File: src/rtl/elastic_offset_pipeline.sv
// elastic_offset_pipeline: a chain of NUM_STAGES elastic register slices.
// Each slice adds its own offset to the address, with wrap-around or
// saturating arithmetic, and carries the ID alongside the address.
// Ports:
//   clk, reset_n      clock, asynchronous active-low reset
//   stage_offsets     per-stage offsets; stage k uses bits [k*AW +: AW]
//   sat_mode          0 = wrap-around add, 1 = saturating add
//   flush             synchronous drop of every in-flight entry
//   in_*              upstream valid/ready beat (address, id)
//   out_*             downstream valid/ready beat (address, id)
//   occupancy         number of valid stages (registered)
//   sat_event         sticky flag, set whenever a saturating add clamps

`ifndef ADDRESS_WIDTH
`define ADDRESS_WIDTH 32
`endif
`ifndef ID_WIDTH
`define ID_WIDTH 4
`endif

module elastic_offset_pipeline #(
    parameter int ADDRESS_WIDTH = `ADDRESS_WIDTH,
    parameter int ID_WIDTH      = `ID_WIDTH,
    parameter int NUM_STAGES    = 4,
    parameter int CNT_WIDTH     = $clog2(NUM_STAGES + 1)
) (
    input  logic                                clk,
    input  logic                                reset_n,
    input  logic [NUM_STAGES*ADDRESS_WIDTH-1:0] stage_offsets,
    input  logic                                sat_mode,
    input  logic                                flush,
    input  logic [ADDRESS_WIDTH-1:0]            in_address,
    input  logic [ID_WIDTH-1:0]                 in_id,
    input  logic                                in_valid,
    output logic                                in_ready,
    output logic [ADDRESS_WIDTH-1:0]            out_address,
    output logic [ID_WIDTH-1:0]                 out_id,
    output logic                                out_valid,
    input  logic                                out_ready,
    output logic [CNT_WIDTH-1:0]                occupancy,
    output logic                                sat_event
);

    localparam int AW = ADDRESS_WIDTH;
    localparam int N  = NUM_STAGES;

    logic [N-1:0]         r_valid;
    logic [AW-1:0]        r_addr [N];
    logic [ID_WIDTH-1:0]  r_id   [N];
    logic [CNT_WIDTH-1:0] r_occ;
    logic                 r_sat;

    logic [N:0]           w_ready;
    logic [N-1:0]         w_upv;
    logic [AW-1:0]        w_upa  [N];
    logic [ID_WIDTH-1:0]  w_upi  [N];
    logic [AW:0]          w_sum  [N];
    logic [AW-1:0]        w_res  [N];
    logic [N-1:0]         w_load;
    logic [N-1:0]         w_clamp;
    logic [N-1:0]         w_vnext;
    logic [CNT_WIDTH-1:0] w_cnt;

    // Ready ripples from the output back to the input, so an empty
    // slice lets everything upstream of it advance (bubble collapse).
    always_comb begin
        w_ready = '0;
        w_ready[N] = out_ready;
        for (int k = N - 1; k >= 0; k--) begin
            w_ready[k] = !r_valid[k] || w_ready[k+1];
        end
    end

    always_comb begin
        w_upv = '0;
        w_upa = '{default: '0};
        w_upi = '{default: '0};
        w_upv[0] = in_valid;
        w_upa[0] = in_address;
        w_upi[0] = in_id;
        for (int k = 1; k < N; k++) begin
            w_upv[k] = r_valid[k-1];
            w_upa[k] = r_addr[k-1];
            w_upi[k] = r_id[k-1];
        end
    end

    always_comb begin
        w_sum   = '{default: '0};
        w_res   = '{default: '0};
        w_load  = '0;
        w_clamp = '0;
        w_vnext = '0;
        w_cnt   = '0;
        for (int k = 0; k < N; k++) begin
            w_sum[k] = {1'b0, w_upa[k]}
                     + {1'b0, stage_offsets[k*AW +: AW]};
            w_clamp[k] = sat_mode && w_sum[k][AW];
            w_res[k] = w_clamp[k] ? {AW{1'b1}} : w_sum[k][AW-1:0];
            w_load[k] = w_ready[k] && w_upv[k] && !flush;
            // A ready slice takes whatever its upstream offers,
            // which also covers being drained in the same cycle.
            if (flush) begin
                w_vnext[k] = 1'b0;
            end else if (w_ready[k]) begin
                w_vnext[k] = w_upv[k];
            end else begin
                w_vnext[k] = r_valid[k];
            end
            w_cnt = w_cnt + CNT_WIDTH'(w_vnext[k]);
        end
    end

    always_ff @(posedge clk or negedge reset_n) begin
        if (!reset_n) begin
            r_valid <= '0;
            r_occ   <= '0;
            r_sat   <= 1'b0;
            for (int k = 0; k < N; k++) begin
                r_addr[k] <= '0;
                r_id[k]   <= '0;
            end
        end else begin
            r_valid <= w_vnext;
            r_occ   <= w_cnt;
            if (flush) begin
                r_sat <= 1'b0;
            end else if (|(w_load & w_clamp)) begin
                r_sat <= 1'b1;
            end
            for (int k = 0; k < N; k++) begin
                if (w_load[k]) begin
                    r_addr[k] <= w_res[k];
                    r_id[k]   <= w_upi[k];
                end
            end
        end
    end

    assign in_ready    = w_ready[0] && !flush;
    assign out_valid   = r_valid[N-1];
    assign out_address = r_addr[N-1];
    assign out_id      = r_id[N-1];
    assign occupancy   = r_occ;
    assign sat_event   = r_sat;

endmodule

File: config.mk
export PLATFORM = sky130hd
export DESIGN_NAME = elastic_offset_pipeline
export DESIGN_NICKNAME = d
export VERILOG_FILES = /design/src/rtl/elastic_offset_pipeline.sv
export SDC_FILE = /design/constraint.sdc
export NUM_CORES = 1
export LEC_CHECK = 0
export CAP_MARGIN = 5
export CORE_UTILIZATION = 52
export CTS_CLUSTER_DIAMETER = 200
export DETAILED_ROUTE_END_ITERATION = 8
export PLACE_DENSITY_LB_ADDON = 0.25
export SKIP_LAST_GASP = 1
export SLEW_MARGIN = 20
export SYNTH_ARGS = -nofsm -noshare
export SYNTH_HDL_FRONTEND = slang
export SYNTH_SLANG_ARGS = --single-unit
File: constraint.sdc
create_clock -name clk -period 4.8 [get_ports clk]
set_input_delay 0.72 -clock clk [delete_from_list [all_inputs] [get_ports clk]]
set_output_delay 0.72 -clock clk [all_outputs]
set_load 0.05 [all_outputs]
==> run summary, run 1 <==
final-report hold violation count: 0
CTS tree: built
Cell variety after synth: 74
period utilization: 80.2%
Pwr Density: 533 nW/µm²
number of port buffers: 211
detailed router's first-iteration violation count: 452
Overflow after GRT: 0
Worst-Skew Late Latency: 0.43 ns
total wire length: 28,400 µm
switching share of power: 43.8%
RSZ-0062 raised after global routing: false
CTS clk-pin slew, worst paths: 0.06 ns
min cycle time layout: 3.85 ns
sequential fraction of design power: 25.6%
number of global-route vias before repair: 9,926
post-route design area: 14,900 µm²
crit path DAT: 4.15 ns
first-pass GRT wire length: 47,000 µm
final net count: 1,838
r2r setup slk: 1.28 ns
DIE AREA: 24,100 µm²
total CTS buffers: 17
clock sink count: 152
slowest CP cell: o32a_1
Clock Power Share: 16.0%
Hold Buf Count CTS: 0
Cell Area, Placed: 14,300 µm²
number of fill cells in the layout: 1,970
Crit. End Element: register
ys async rst share: 100%
sequential share of the synthesized area: 31.2%
initial antenna violation count: 1
Root Buffer: clkbuf_16
R2R Path Start: r_addr[96]
maximum fanout along the worst path: 12
status: finished clean
Die Height: 155 µm
footprint of the multi-input gates: 7810 µm²
WP data required: 5.10 ns
Storage cell area: 3800 µm²
Post-synth EDFFs: 0
Synth Warn #: 0
ys flop type: dfrtp_1
max_cap viols: 0
synthesized instance count: 1,381
Hold Crit Class: in -> async
P_int: 4.45 mW
GRT Total Usage: 24.1%
# rows: 55
Pre-antenna DRT Iters: 4
Final HPWL DP: 22,900 µm
IO Pins: 212
Reg-to-Reg End: r_addr[95]
cell area after synthesis: 12,200 µm²
setup TNS: 0 ns
Combinational Power Share: 58.4%
Core Area: 22,800 µm²
Psw: 3.47 mW
critical path type: in -> reg
Final Max Slew Viols: 0
FMAX: 260 MHz
CTS max path bufs: 2
detailed-route via count: 10,461
drt wl/cell: 15.3 µm
H-tree depth: 4
Initial Util: 53.4%
Slew headroom: 40.1%
Tot Pwr: 7.92 mW
endpoints failing setup: 0
Area Overhead vs Synth: 21.8%
post-CTS setup buffers: 0
Least-Margin Pin Slew: 0.898 ns
syn nets: 1,686
crit start category: input port
DRC viols: 0
CP Cell Sequence: clkdlybuf4s50_1 -> ha_1 -> fa_1 -> a211oi_1 -> o211a_1 -> nor3_1 -> o211ai_1 -> a21oi_1 -> a22oi_1 -> o21ai_1 -> clkinv_1 -> nand2_1 -> o32a_1
register bit count reported by yosys: 152
worst reg2reg path depth: 12
largest net degree at the start of global routing: 115
vias per inst: 5.62
post-route antenna net violation count: 0
GPL Wtd Cong: 0.898
post_cts resized: 0
Static Leak: 6.22 nW
Avg Inst Size Synth: 8.84 µm²
Die X: 155 µm
slowest stage delay, CP: 0.46 ns
Worst Skew: 0.0126 ns
maximum VDD drop: 262 µV
share of layout cells above drive strength 1: 5.63%
[through the flow]
| stage | utilization [%] | std cells | setup slack [ns] | hold WS (ns) |
|---|---|---|---|---|
| 2_1_floorplan | - | 1381 | 1.41 | 0.424 |
| 3_3_place_gp | 62.6 | 1827 | 0.630 | 0.484 |
| 3_5_place_dp | 62.6 | 1827 | 0.496 | 0.490 |
| 4_1_cts | 65.0 | 1859 | 0.949 | 0.466 |
| 5_1_grt | 65.1 | 1860 | 0.767 | 0.479 |
| 6_report | 65.1 | 1860 | 0.952 | 0.379 |
[logic make-up after synthesis]
kind of cell / after synthesis / synth area share (%)
fa+ha+maj: 135 / 14.1
simple gates: 350 / 13.3
flops: 152 / 31.2
xor+xnor: 113 / 8.11
buf+inv: 117 / 5.01
compound gates: 497 / 26.7
mux: 17 / 1.57
[cell usage in the layout, fill, tap and decap left out, types with 7 or more instances in the layout]
cell type | synthesis | final
o21bai_1 | 16 | 16
nand2b_1 | 9 | 9
a211oi_1 | 13 | 13
dfrtp_1 | 152 | 152
and2_1 | 8 | 7
clkbuf_16 | 0 | 17
o22a_1 | 46 | 46
nor2b_1 | 14 | 14
xnor2_1 | 65 | 65
and3_1 | 15 | 15
o21ai_0 | 73 | 73
o21a_1 | 12 | 12
o211ai_1 | 9 | 9
a31oi_1 | 66 | 66
ha_1 | 130 | 130
inv_1 | 28 | 28
nand4_1 | 16 | 16
a21oi_1 | 145 | 144
xor2_1 | 48 | 48
buf_4 | 37 | 9
nand2_1 | 76 | 76
nor2_1 | 159 | 159
nor3_1 | 12 | 12
a21o_1 | 52 | 52
nand3_1 | 18 | 18
a21boi_0 | 7 | 7
clkdlybuf4s50_1 | 0 | 210
mux2_2 | 17 | 17
[worst max-delay path by stage]
| stage | from | end | slack [ns] | cells after the start |
|---|---|---|---|---|
| final | stage_offsets[32] | r_addr[95] | 0.95 | 13 |
| after global routing | stage_offsets[0] | r_addr[122] | 0.77 | 13 |
| after CTS | stage_offsets[32] | r_addr[95] | 0.95 | 13 |
| after detailed placement | stage_offsets[32] | r_addr[95] | 0.50 | 13 |
| after global placement | stage_offsets[0] | r_addr[122] | 0.63 | 13 |
| after floorplan | stage_offsets[0] | r_addr[116] | 1.41 | 12 |
[area by class of cell]
cell class / count / area share (%)
flip-flops and latches: 152 / 25.6
multi-input cells: 1112 / 52.5
well taps: 313 / 2.63
clock inverters: 13 / 0.741
diodes: 1 / 0.0168
clock buffers: 19 / 3.05
repair buffers: 220 / 14.7
inverters: 30 / 0.757
[synth_stat cells (3+ instances only)]
cell      instances  area [µm²]
nor2_1          159         597
dfrtp_1         152        3800
a21oi_1         145         726
ha_1            130        1630
nand2_1          76         285
o21ai_0          73         365
a31oi_1          66         413
xnor2_1          65         569
a21o_1           52         390
xor2_1           48         420
o22a_1           46         403
clkbuf_1         40         150
buf_4            37         278
inv_1            28         105
nand3_1          18        90.1
mux2_2           17         191
nand4_1          16         100
o21bai_1         16         120
and3_1           15        93.8
nor2b_1          14        87.6
a211oi_1         13        97.6
nor3_1           12        60.1
o21a_1           12        90.1
nand2b_1          9        56.3
o211ai_1          9        67.6
and2_1            8        50.1
a21boi_0          7        52.6
a211o_1           5        43.8
a221oi_1          5        43.8
buf_2             5        25.0
fa_1              5         100
o22ai_1           5        31.3
o31ai_1           5        37.5
or2_2             5        31.3
and4_1            4        35.0
o211a_1           3        30.0
o21ai_2           3        26.3
[per-layer routing]
| layer | share of wire, % | wire [µm] | GRT usage, % | vias to the layer above |
|---|---|---|---|---|
| met2 | 47 | 13500 | 41.0 | 268 |
| met5 | 0 | 0 | 0 | - |
| met1 | 45 | 12800 | 30.1 | 4774 |
| met3 | 4.8 | 1370 | 4.96 | 48 |
| li1 | - | - | - | 5371 |
| met4 | 2.7 | 760 | 8.82 | 0 |
[flip-flops by register name, indices dropped and copies added, names as in the netlist]
register and flops:
r_addr 96, out_id 4, out_address 32, r_valid 4, occupancy 3, r_id 12, sat_event 1
[worst max-delay path: cells and delay by family]
kind | cells | cell delay [ns]
compound gates | 7 | 1.91
fa+ha+maj | 2 | 0.66
buf+inv | 2 | 0.53
simple gates | 2 | 0.33
[power groups by stage]
stage	clock, mW	sequential, mW	combinational (mW)
floorplan	0	1.96	3.74
global route	1.35	2.09	5.09
detailed placement	0	2.06	4.60
global placement	0	2.03	4.51
finish	1.27	2.02	4.63
CTS	1.29	2.03	4.62
Power figures use the tool's default switching activity.
==> inputs of run 2 (changes only) <==
clock period = 3.6 ns   (was 4.8 ns; I/O delays follow)
==> run summary, run 2 (synthesis results as in run 1) <==
number of port buffers: 211 (unchanged)
FMAX: 307 MHz
Biggest register: r_addr
Antenna Cells: 0 (-1)
fin cells: 1,916 (+3.0%)
post_cts resized: 0 (unchanged)
IO Pins: 212 (unchanged)
WHS: 0.00986 ns (-0.369 ns)
Pre-antenna DRT Iters: 5 (+1)
Die Height: 155 µm (unchanged)
Least-Margin Pin Slew: 0.752 ns (-0.146 ns)
post-route antenna net violation count: 0 (unchanged)
CTS clk-pin slew, worst paths: 0.06 ns (about the same)
crit start category: input port
final net count: 1,895 (+3.1%)
Overflow after GRT: 0 (unchanged)
most frequent cells in the layout: clkdlybuf4s50_1 (210), nor2_1 (159), dfrtp_1 (152)
post-route design area: 15,300 µm² (+3.1%)
commonest non-fill, non-tap cell in the layout: clkdlybuf4s50_1
# rows: 55 (unchanged)
final core occ: 67.1% (+2.0 points)
period utilization: 90.5%
total CTS buffers: 17 (unchanged)
maximum VDD drop: 364 µV (+39%)
Worst Skew: 0.0120 ns (-0.000617 ns)
Placement Setup Slack: -0.0939 ns (-0.590 ns)
Static Leak: 6.52 nW (+4.7%)
detailed router's first-iteration violation count: 481 (+6.4%)
DRC viols: 0 (unchanged)
Final Max Slew Viols: 0 (unchanged)
CTS tree: built
crit path DAT: 3.55 ns (-0.60 ns)
RSZ-0062 raised after global routing: false
Final HPWL DP: 23,800 µm (+3.6%)
clock sink count: 152 (unchanged)
maximum fanout along the worst path: 3 (-9)
total wire length: 29,100 µm (+2.5%)
share of layout cells above drive strength 1: 8.98% (+3.4 points)
Root Buffer: clkbuf_16
GPL Wtd Cong: 0.926 (+3.2%)
drt wl/cell: 15.2 µm (-0.50%)
Core Area: 22,800 µm² (unchanged)
setup TNS: 0 ns (unchanged)
post-route setup slack: 0.342 ns (-0.611 ns)
post-CTS setup buffers: 0 (unchanged)
max FFs per register: 96 (unchanged)
critical path type: in -> reg
DIE AREA: 24,100 µm² (unchanged)
detailed-route via count: 10,734 (+2.6%)
vias per inst: 5.60 (-0.39%)
Slew headroom: 49.6% (+9.5 points)
number of global-route vias before repair: 10,399 (+4.8%)
Die X: 155 µm (unchanged)
status: finished clean
Pwr Density: 708 nW/µm² (+33%)
GRT Total Usage: 24.7% (+0.60 points)
Tot Pwr: 10.9 mW (+37%)
initial antenna violation count: 0 (-1)
Area Overhead vs Synth: 25.7%
Cell Area, Placed: 14,700 µm² (+3.1%)
Worst-Skew Late Latency: 0.43 ns (about the same)
max_cap viols: 0 (unchanged)
CTS max path bufs: 2 (unchanged)
placed instance count: 1,883 (+3.1%)
endpoints failing setup: 0 (unchanged)
Worst Setup SP: stage_offsets[32]
largest net degree at the start of global routing: 112 (-2.6%)
Crit. End Element: register
Hold Buf Count CTS: 0 (unchanged)
first-pass GRT wire length: 48,200 µm (+2.6%)
H-tree depth: 4 (unchanged)
Initial Util: 53.4% (unchanged)
min cycle time layout: 3.26 ns
WP data required: 3.90 ns (-1.20 ns)
R2R Path Start: r_addr[96]
final-report hold violation count: 0 (unchanged)
number of fill cells in the layout: 1,928 (-2.1%)
Hold Crit Class: in -> async
## run 2: cell count changes in the layout (fill, tap and decap cells not counted), moves of 2 or more
cell and change:
clkinvlp_4 -2, clkinv_4 +2, buf_12 +2, buf_4 +54
## run 2: area by class of cell
cell class,instances,area [µm²],area share [%]
inverter,30,113,0.734
timing repair buffer,277,2650,17.3
sequential,152,3800,24.8
tap,313,392,2.55
clock buffer,19,453,2.95
clock inverter,13,110,0.718
multi-input combinational,1112,7810,50.9
## run 2: worst max-delay path: stages
cell	delay, ns
clkdlybuf4s50_1	0.42
ha_1	0.23
fa_1	0.38
a211oi_1	0.33
o211a_1	0.26
nor3_1	0.08
o211ai_1	0.29
a21oi_1	0.14
a22oi_1	0.18
o21ai_1	0.12
buf_4	0.17
a221oi_1	0.30
a21oi_1	0.12
## run 2: layer usage
layer / part of all wire, % / up-vias / global-route usage, %
li1: - / 5482 / -
met1: 43 / 4889 / 30.0
met2: 48 / 308 / 42.7
met3: 5.8 / 55 / 5.18
met4: 3.0 / 0 / 9.66
met5: 0 / - / 0
## run 2: worst paths after layout
| path | slack, ns | end | depth (start not counted) |
|---|---|---|---|
| setup / recovery | 0.34 | sat_event | 13 |
| hold / removal | 0.01 | out_address[25] | 1 |
| setup reg to reg | 0.50 | sat_event | 12 |
| hold reg to reg | 0.50 | r_id[11] | 1 |
| max in group asynchronous | 2.62 | r_id[4] | 3 |
| min in group clk | 0.50 | r_id[11] | 1 |
## run 2: power breakdown
part           switching (mW)  leakage, nW  internal (mW)
sequential              0.377         1.67           2.33
clock                   0.738        0.268          0.936
combinational            3.58         4.58           2.90
total                    4.69         6.52           6.16
==> inputs of run 3 (changes only) <==
clock period = 3.45 ns   (was 3.6 ns; I/O delays follow)
==> run summary, run 3 (synthesis results as in run 1) <==
Initial Util: 53.4% (unchanged)
Top Usage Layer GRT: met2
total CTS buffers: 17 (unchanged)
crit start category: input port
DRC viols: 0 (unchanged)
critical path type: in -> reg
detailed router's first-iteration violation count: 472 (-1.9%)
met3 Resource Use GR: 4.82% (-0.36 points)
FMAX: 309 MHz
largest net degree at the start of global routing: 97 (-13%)
Core Area: 22,800 µm² (unchanged)
Least-Margin Pin Slew: 0.877 ns (+0.124 ns)
total wire length: 30,100 µm (+3.1%)
R2R Path Start: r_addr[96]
final-report hold violation count: 0 (unchanged)
Buf+Inv Stages, Crit Path: 2 (unchanged)
Final HPWL DP: 24,400 µm (+2.7%)
Die Height: 155 µm (unchanged)
Biggest register: r_addr
maximum VDD drop: 404 µV (+11%)
drt wl/cell: 15.4 µm (+1.1%)
initial antenna violation count: 0 (unchanged)
Crit. End Element: register
period utilization: 93.8%
GR Layer Usage met1: 30.8% (+0.81 points)
Overflow after GRT: 0 (unchanged)
Area Overhead vs Synth: 28.3%
r2r setup slk: 0.34 ns (-0.16 ns)
CTS clk-pin slew, worst paths: 0.06 ns (about the same)
Die X: 155 µm (unchanged)
Static Leak: 6.73 nW (+3.3%)
Final Max Slew Viols: 0 (unchanged)
endpoints failing setup: 0 (unchanged)
Slew headroom: 41.5% (-8.1 points)
CTS max path bufs: 2 (unchanged)
number of port buffers: 211 (unchanged)
most frequent cells in the layout: clkdlybuf4s50_1 (210), nor2_1 (159), dfrtp_1 (152)
Antenna Cells: 0 (unchanged)
WHS: 0.169 ns (+0.159 ns)
Worst-Skew Late Latency: 0.44 ns (about the same)
GRT Total Usage: 25.5% (+0.85 points)
Placement Setup Slack: -0.249 ns (-0.155 ns)
first-pass GRT wire length: 49,800 µm (+3.3%)
RSZ-0062 raised after global routing: false
Pwr Density: 749 nW/µm² (+5.8%)
Pre-antenna DRT Iters: 5 (unchanged)
Hold Crit Class: in -> async
GPL Wtd Cong: 0.925 (about the same)
worst reg2reg path depth: 12 (unchanged)
Worst Skew: 0.0130 ns (+0.000989 ns)
slowest CP cell: clkdlybuf4s50_1
max_cap viols: 0 (unchanged)
min cycle time layout: 3.24 ns
IO Pins: 212 (unchanged)
max FFs per register: 96 (unchanged)
most frequent CP cell: a21oi_1
post-route antenna net violation count: 0 (unchanged)
slowest stage delay, CP: 0.42 ns (about the same)
H-tree depth: 4 (unchanged)
post-route setup slack: 0.213 ns (-0.129 ns)
detailed-route via count: 11,016 (+2.6%)
number of global-route vias before repair: 10,600 (+1.9%)
DIE AREA: 24,100 µm² (unchanged)
status: finished clean
# rows: 55 (unchanged)
clock sink count: 152 (unchanged)
Reg-to-Reg End: sat_event
vias per inst: 5.63 (+0.58%)
Root Buffer: clkbuf_16
CP Cell Sequence: clkdlybuf4s50_1 -> ha_1 -> fa_1 -> a211oi_2 -> o211a_1 -> nor3_1 -> o211ai_1 -> a21oi_1 -> a22oi_1 -> o21ai_1 -> buf_4 -> a221oi_1 -> a21oi_1
GR Util met2: 45.6% (+2.9 points)
WP data required: 3.75 ns (-0.15 ns)
share of layout cells above drive strength 1: 11.2% (+2.2 points)
crit path DAT: 3.54 ns (about the same)
Worst path top cell family by delay: compound AO/OA/AOI/OAI gates
maximum fanout along the worst path: 3 (unchanged)
commonest non-fill, non-tap cell in the layout: clkdlybuf4s50_1
post-CTS setup buffers: 0 (unchanged)
final net count: 1,934 (+2.1%)
CTS tree: built
[run 3: how the worst max path moves through the flow]
stage                                 start          end  slack, ns  cells after the start
after floorplan            stage_offsets[0]  r_addr[116]       0.26                     12
after global placement    stage_offsets[32]    sat_event      -0.19                     13
after detailed placement  stage_offsets[32]    sat_event      -0.25                     13
after CTS                 stage_offsets[32]    sat_event       0.15                     13
after global routing      stage_offsets[32]   r_addr[90]       0.04                     14
final                     stage_offsets[32]    sat_event       0.21                     13
[run 3: what timing repair did]
| action | CTS | global route |
|---|---|---|
| endpoints found under the hold margin | 0 | 0 |
| gates resized for setup | 0 | 1 |
| hold buffers | 0 | 0 |
| endpoints found under the setup margin | 0 | 2 |
[run 3: worst register-to-register path, stage by stage (launching register included)]
cell and delay, ns:
dfrtp_1 0.39, ha_1 0.21, fa_1 0.42, a211oi_2 0.26, o211a_1 0.23, nor3_1 0.08
o211ai_1 0.26, a21oi_1 0.15, a22oi_1 0.23, o21ai_1 0.16, buf_4 0.18, a221oi_1 0.29
a21oi_1 0.12
[run 3: area by class of cell]
class / instances / area (µm²)
multi-input cells: 1112 / 7820
clock buffers: 18 / 439
flip-flops and latches: 152 / 3800
fillers: 1875 / 7190
well taps: 313 / 392
repair buffers: 316 / 2940
clock inverters: 14 / 160
inverters: 30 / 113
[run 3: stage by stage]
step           total power, mW  area [µm²]  instances  TNS (ns)  util [%]
2_1_floorplan             7.93       12200       1381         0         -
3_3_place_gp              9.65       15100       1923     -7.34      65.9
3_5_place_dp              9.80       15100       1923    -12.64      65.9
4_1_cts                   11.7       15700       1955         0      68.5
5_1_grt                   12.6       15700       1955         0      68.5
6_report                  11.7       15700       1955         0      68.5
[run 3: power by group]
group	switching [mW]	internal, mW
Clock	0.782	1.10
Combinational	3.80	3.22
Sequential	0.397	2.43
Total	4.98	6.75
[run 3: per-layer routing]
metal  up-vias  routed length (µm)
li1       5565                   -
met1      5094               12900
met2       310               15000
met3        47                1630
met4         0                 603
met5         -                   0
